<file path="src/rtl/mem_byte_responder_if.sv">
// Core-side memory-stage bus between the cpu core (master) and mem_byte_responder (slave).
interface mem_byte_responder_if #(
  parameter int ADDR_WIDTH = 17,
  parameter int LEN        = 32
);
  logic [ADDR_WIDTH-1:0] addr;
  logic [LEN-1:0]        mem_write;
  logic [1:0]            mem_stage_state;
  logic [1:0]            mem_size;
  logic [LEN-1:0]        mem_read;
  logic                  mem_done;
  logic                  mem_err;

  modport master (
    output addr, mem_write, mem_stage_state, mem_size,
    input  mem_read, mem_done, mem_err
  );

  modport slave (
    input  addr, mem_write, mem_stage_state, mem_size,
    output mem_read, mem_done, mem_err
  );
endinterface

</file>
<file path="src/rtl/mem_byte_responder.sv">
// Serializes byte/half/word core requests into little-endian single-byte RAM accesses.
// Optional MEM_ALIGN_CHECK_EN: misaligned half/word requests complete at once with mem_err.
module mem_byte_responder #(
  parameter int ADDR_WIDTH = 17,
  parameter int LEN        = 32,
  parameter int BYTE_SIZE  = 8
) (
  input  logic                  clk,
  input  logic                  rst,
  mem_byte_responder_if.slave   bus,
  output logic [ADDR_WIDTH-1:0] ram_addr,
  output logic [BYTE_SIZE-1:0]  ram_wdata,
  output logic                  ram_we,
  input  logic [BYTE_SIZE-1:0]  ram_rdata
);
  localparam int NB = LEN / BYTE_SIZE;
  localparam int CW = $clog2(NB + 1);

  typedef enum logic [1:0] {IDLE, READ, WRITE, DONE} state_t;

  state_t                state, state_nx;
  logic [CW-1:0]         cnt;
  logic [CW-1:0]         nbytes;
  logic [CW-1:0]         req_nbytes;
  logic [ADDR_WIDTH-1:0] base;
  logic [LEN-1:0]        wbuf;
  logic                  req_rd, req_wr, accept, misaligned;

  assign req_rd = (bus.mem_stage_state == 2'b01);
  assign req_wr = (bus.mem_stage_state == 2'b10);
  assign accept = (state == IDLE) && (req_rd || req_wr);

  always_comb begin
    unique case (bus.mem_size)
      2'b00:   req_nbytes = CW'(1);
      2'b01:   req_nbytes = CW'(2);
      default: req_nbytes = CW'(4);
    endcase
  end

`ifdef MEM_ALIGN_CHECK_EN
  logic err_q;

  assign misaligned = ((bus.mem_size == 2'b01) && bus.addr[0]) ||
                      (bus.mem_size[1] && (bus.addr[1:0] != 2'b00));

  always_ff @(posedge clk) begin
    if (rst)         err_q <= 1'b0;
    else if (accept) err_q <= misaligned;
  end

  assign bus.mem_err = (state == DONE) && err_q;
`else
  assign misaligned  = 1'b0;
  assign bus.mem_err = 1'b0;
`endif

  // NOTE: sequential state uses non-blocking assignments so every flop samples pre-edge values.
  always_ff @(posedge clk) begin
    if (rst) state <= IDLE;
    else     state <= state_nx;
  end

  // NOTE: every always_comb output gets a default first, so no path can infer a latch.
  always_comb begin
    state_nx = state;
    unique case (state)
      IDLE:  if (req_rd || req_wr) state_nx = misaligned ? DONE : (req_rd ? READ : WRITE);
      READ:  if (cnt == nbytes) state_nx = DONE;
      WRITE: if (cnt == nbytes - CW'(1)) state_nx = DONE;
      DONE:  state_nx = IDLE;
    endcase
  end

  // RAM side decodes only from registered state; rst gates the write strobe so an
  // abort never lands one more byte on the reset edge.
  always_comb begin
    ram_addr  = '0;
    ram_wdata = '0;
    ram_we    = 1'b0;
    if (state == WRITE || (state == READ && cnt != nbytes))
      ram_addr = base + ADDR_WIDTH'(cnt);
    if (state == WRITE) begin
      ram_we = !rst;
      for (int i = 0; i < NB; i++)
        if (cnt == CW'(i)) ram_wdata = wbuf[i*BYTE_SIZE +: BYTE_SIZE];
    end
  end

  assign bus.mem_done = (state == DONE);

  always_ff @(posedge clk) begin
    if (rst) begin
      cnt          <= '0;
      nbytes       <= '0;
      base         <= '0;
      wbuf         <= '0;
      bus.mem_read <= '0;
    end else begin
      unique case (state)
        IDLE: if (accept) begin
          base         <= bus.addr;
          wbuf         <= bus.mem_write;
          nbytes       <= req_nbytes;
          cnt          <= '0;
          bus.mem_read <= '0;
        end
        READ: begin
          // Byte k-1 returns from the RAM while cnt == k.
          for (int i = 0; i < NB; i++)
            if (cnt == CW'(i + 1)) bus.mem_read[i*BYTE_SIZE +: BYTE_SIZE] <= ram_rdata;
          if (cnt != nbytes) cnt <= cnt + CW'(1);
        end
        WRITE: cnt <= cnt + CW'(1);
        DONE:  cnt <= '0;
      endcase
    end
  end
endmodule

</file>
<file path="src/flat_wrapper.sv">
// flat-port wrapper written by rule: the top's interface ports become plain ports
module mem_byte_responder_flat 
#(
  parameter int ADDR_WIDTH = 17,
  parameter int LEN        = 32,
  parameter int BYTE_SIZE  = 8
)
  (clk, rst, ram_addr, ram_wdata, ram_we, ram_rdata, bus_addr, bus_mem_write, bus_mem_stage_state, bus_mem_size, bus_mem_read, bus_mem_done, bus_mem_err);
  mem_byte_responder_if #(.ADDR_WIDTH(ADDR_WIDTH), .LEN(LEN)) bus_i ();
  input  logic clk;
  input  logic rst;
  output logic [ADDR_WIDTH-1:0] ram_addr;
  output logic [BYTE_SIZE-1:0] ram_wdata;
  output logic ram_we;
  input  logic [BYTE_SIZE-1:0] ram_rdata;
  input wire logic [$bits(bus_i.addr)-1:0] bus_addr;
  input wire logic [$bits(bus_i.mem_write)-1:0] bus_mem_write;
  input wire logic [$bits(bus_i.mem_stage_state)-1:0] bus_mem_stage_state;
  input wire logic [$bits(bus_i.mem_size)-1:0] bus_mem_size;
  output wire logic [$bits(bus_i.mem_read)-1:0] bus_mem_read;
  output wire logic [$bits(bus_i.mem_done)-1:0] bus_mem_done;
  output wire logic [$bits(bus_i.mem_err)-1:0] bus_mem_err;
  assign bus_i.addr = bus_addr;
  assign bus_i.mem_write = bus_mem_write;
  assign bus_i.mem_stage_state = bus_mem_stage_state;
  assign bus_i.mem_size = bus_mem_size;
  assign bus_mem_read = bus_i.mem_read;
  assign bus_mem_done = bus_i.mem_done;
  assign bus_mem_err = bus_i.mem_err;
  mem_byte_responder #(.ADDR_WIDTH(ADDR_WIDTH), .LEN(LEN), .BYTE_SIZE(BYTE_SIZE)) u_core (.clk(clk), .rst(rst), .bus(bus_i), .ram_addr(ram_addr), .ram_wdata(ram_wdata), .ram_we(ram_we), .ram_rdata(ram_rdata));
endmodule
</file>
<file path="config.mk">
export PLATFORM = sky130hd
export DESIGN_NAME = mem_byte_responder_flat
export DESIGN_NICKNAME = d
export VERILOG_FILES = /design/src/rtl/mem_byte_responder_if.sv /design/src/rtl/mem_byte_responder.sv /design/src/flat_wrapper.sv
export SDC_FILE = /design/constraint.sdc
export NUM_CORES = 1
export LEC_CHECK = 0
export ABC_AREA = 1
export CAP_MARGIN = 30
export CORE_ASPECT_RATIO = 0.7
export CORE_MARGIN = 3
export CORE_UTILIZATION = 30
export CTS_CLUSTER_DIAMETER = 100
export DETAILED_ROUTE_END_ITERATION = 12
export PLACE_DENSITY = 0.51
export SYNTH_ARGS = -nofsm -noshare
export SYNTH_HDL_FRONTEND = slang
export SYNTH_SLANG_ARGS = --single-unit
export TNS_END_PERCENT = 100
</file>
<file path="constraint.sdc">
create_clock -name clk -period 5.5 [get_ports clk]
set_input_delay 1.1 -clock clk [delete_from_list [all_inputs] [get_ports clk]]
set_output_delay 1.1 -clock clk [all_outputs]
set_load 0.02 [all_outputs]
</file>
==> key figures <==
Clocking
  • Max clock buf depth: 2
  • Clock slew seen by the registers of the worst setup and hold paths: 60 ps
  • CTS buffer count: 9
  • H-tree levels: 3
  • TritonCTS clock tree: yes
  • Setup bufs post-CTS: 0
  • # resized after CTS: 0
  • Clock latency at the later pin of the worst-skew pair: 340 ps
  • Clock Root Buffer: clkbuf_16
  • Clk sinks: 89
  • # hold bufs at CTS: 0

Critical path
  • Arr. time, crit path: 3090 ps
  • Critical path launch point type: flip-flop
  • Most used cell, CP: ha_1
  • Cell Chain, Critical Path: ha_1 > ha_1 > clkinv_1 > o211ai_1 > a21oi_1 > clkdlybuf4s50_1
  • Critical Path Max Stage Delay: 600 ps
  • R2R Path Start: u_core.cnt[1]$_SDFFE_PP0P_
  • Required time of the critical path: 4400 ps
  • Critical path capture point type: output port
  • CP Class: reg2out
  • Slowest cell on the critical path: ha_1
  • CP startpoint: u_core.cnt[1]$_SDFFE_PP0P_
  • Crit-path max FO: 17

Logic synthesis
  • Yosys cell types: 36
  • Count leader, synth: nor2_1
  • Number of synthesis warnings: 0
  • Synthesized cell area: about 4300 um2
  • Syn Area/Cell: 7.22 um2
  • Post-synth EDFFs: 0
  • Sequential share of the synthesized area: 0.417
  • Cell taking the most area after synthesis: dfxtp_1
  • Synthesis-stage register bit count: 89
  • Post-synth top area share: 0.417
  • Post-Syn Instances: 592
  • Top cells by area, synth: dfxtp_1 42%, nor2_1 11%, o21ai_0 9.3%, nand2_1 6.3%, a21oi_1 6.2%
  • Dominant synthesized flop cell: dfxtp_1
  • Synth cell count leaders: 122 x nor2_1, 89 x dfxtp_1, 79 x o21ai_0, 72 x nand2_1, 53 x a21oi_1
  • Post-synth net total: 670
  • Async set-or-reset flop fraction in the synthesized netlist: 0

Final layout
  • Layout cell share with drive strength beyond 1: 0.0499
  • Layout net count: roughly 780
  • Final Cell Area: between 5000 and 6000 um2
  • Area added between synthesis and finish: 37.5%
  • Post-Layout Cell Count: 887
  • Filler cell count: approximately 1,400
  • # diodes: 0

Route
  • Max Used Layer: met4
  • DRT Pass-1 Iters: 5
  • WL met2: 5350 um
  • WL met1: roughly 6800 um
  • Initial DRC count: 298
  • Drt via density: around 4.8
  • Via count: 4,219
  • Mean routed wirelength per cell: 14.8 um
  • Post-route ant nets: 0
  • Routed wl met3: 887 um
  • Drt drc: 0
  • WL final: between 10,000 and 15,000 um

Timing
  • Relative slew slack: 0.508
  • Clock period minus worst slack: about 4200 ps
  • Final Max Tran Viols: 0
  • Worst Skew: 4.91 ps
  • Worst Tran Pin Value: 732 ps
  • Unrepaired setup endpoints after global routing: no
  • Final-report setup violation count: 0
  • TNS Setup: 0 ps
  • F_max: 239 MHz
  • Setup ws final: 1310 ps
  • Final Cycle Share: 0.761
  • Final Hold Vio Count: 0

Floorplan
  • Initial Util: 0.316
  • DIE AREA: 15,700 um2
  • Die height: roughly 110 um
  • Rows: 35
  • Std-Cell Core Area: 13,500 um2
  • Ports: about 120
  • Die X: 149 um

Global route
  • Largest net degree at the start of global routing: 37
  • GRT Residual Overflow: 0
  • First-pass GRT wire length: 21,100 um
  • GRT Overall Usage: 0.168
  • Initial antenna violation count: 0
  • Vias in the first global route: slightly above 4,000

Status
  • Status: completed

Placed design
  • Pre-CTS WS: around 1700 ps
  • Port Buffers: 121
  • Gp weighted congestion: 0.870
  • Placed cells: 871
  • Area after DPL: about 5600 um2
  • HPWL Detailed: 10,200 um

Min path
  • Worst hold path class: reg2reg
  • Hold Startpoint: u_core.bus.mem_read[19]$_SDFFE_PP0P_

Flow run
  • Max cap viols: 0

Power
  • Leakage: 2.23 nW
  • Maximum VDD drop: 0.170 mV
  • PD cells: 520 nW/um2
==> path summary, 6_finish.rpt <==
| check | endpoint | cells past startpoint | slack, ps |
|---|---|---|---|
| worst max-delay path | ram_wdata[4] | 6 | 1310 |
| worst min-delay path | u_core.bus.mem_read[19]$_SDFFE_PP0P_ | 2 | 470 |
| worst max register to register | u_core.bus.mem_read[22]$_SDFFE_PP0P_ | 7 | 3040 |
| worst min register to register | u_core.bus.mem_read[19]$_SDFFE_PP0P_ | 2 | 470 |
==> logic make-up (layout without fill, tap and decap cells) <==
| group | after synthesis | after routing | share of synthesized area |
|---|---|---|---|
| buffers and inverters | 75 | 185 | 0.0814 |
| other | 1 | 1 | 0.000878 |
| DFF | 89 | 89 | 0.417 |
| AOI/OAI and AO/OA | 154 | 154 | 0.196 |
| and+or+nand+nor | 252 | 252 | 0.247 |
| adders and majority gates | 15 | 15 | 0.0457 |
| xor gates and xnor gates | 6 | 6 | 0.0123 |
==> where the power goes <==
part / switching (W) / internal (W)
Sequential: 0.000132 / 0.000844
Combinational: 0.000949 / 0.000563
Clock: 0.000259 / 0.000307
==> metal layers <==
layer,vias to the layer above,global-route usage
met5,-,0
met4,0,0.0336
met3,7,0.0468
met2,101,0.229
met1,1933,0.260
li1,2178,-
==> placed cells by master, fill, tap and decap left out, types with 2 or more instances in the layout <==
master and count:
clkinvlp_4 2, xor2_1 4, dfxtp_1 89, a211oi_1 4
clkinv_1 2, a31oi_1 2, o21ai_0 79, a21oi_1 53
inv_2 4, inv_1 34, nor3_1 7, ha_1 14
nand4_1 14, o211ai_1 8, clkdlybuf4s50_1 121, xnor2_1 2
nand2_1 72, clkinv_2 3, clkbuf_16 9, clkinv_4 2
buf_4 4, nand2_4 2, nand3_1 32, nor2_1 122
a211oi_2 3
==> sequential cells by signal (all words and copies together), names as in the netlist <==
name	cells
u_core.base	17
u_core.bus.mem_read	32
u_core.state	2
u_core.wbuf	32
u_core.cnt	3
u_core.nbytes	3
==> through the flow <==
stage | power, W | hold slack, ps | utilization
final | 0.00305 | 467 | 0.434
after global routing | 0.00331 | 492 | 0.434
after CTS | 0.00309 | 468 | 0.434
after detailed placement | 0.00251 | 458 | 0.414
after global placement | 0.00248 | 454 | 0.411
after floorplan | 0.00201 | 455 | -
==> worst max-delay path: cells and delay by family, from the launching register on <==
kind / cells / cell delay [ps]
flip-flops: 1 / 480
AO/OA/AOI/OAI: 2 / 380
buffers and inverters: 2 / 1080
adder cells (fa/ha/maj): 2 / 800
==> final cells by class <==
cell class | count | area [um2] | area share
well taps | 185 | 231 | 0.0394
clock buffers | 10 | 229 | 0.0390
multi-input cells | 428 | 2140 | 0.365
flip-flops and latches | 89 | 1780 | 0.303
repair buffers | 127 | 1280 | 0.219
clock inverters | 6 | 42.5 | 0.00724
inverters | 42 | 164 | 0.0279
(Power assumes the default switching activity.)
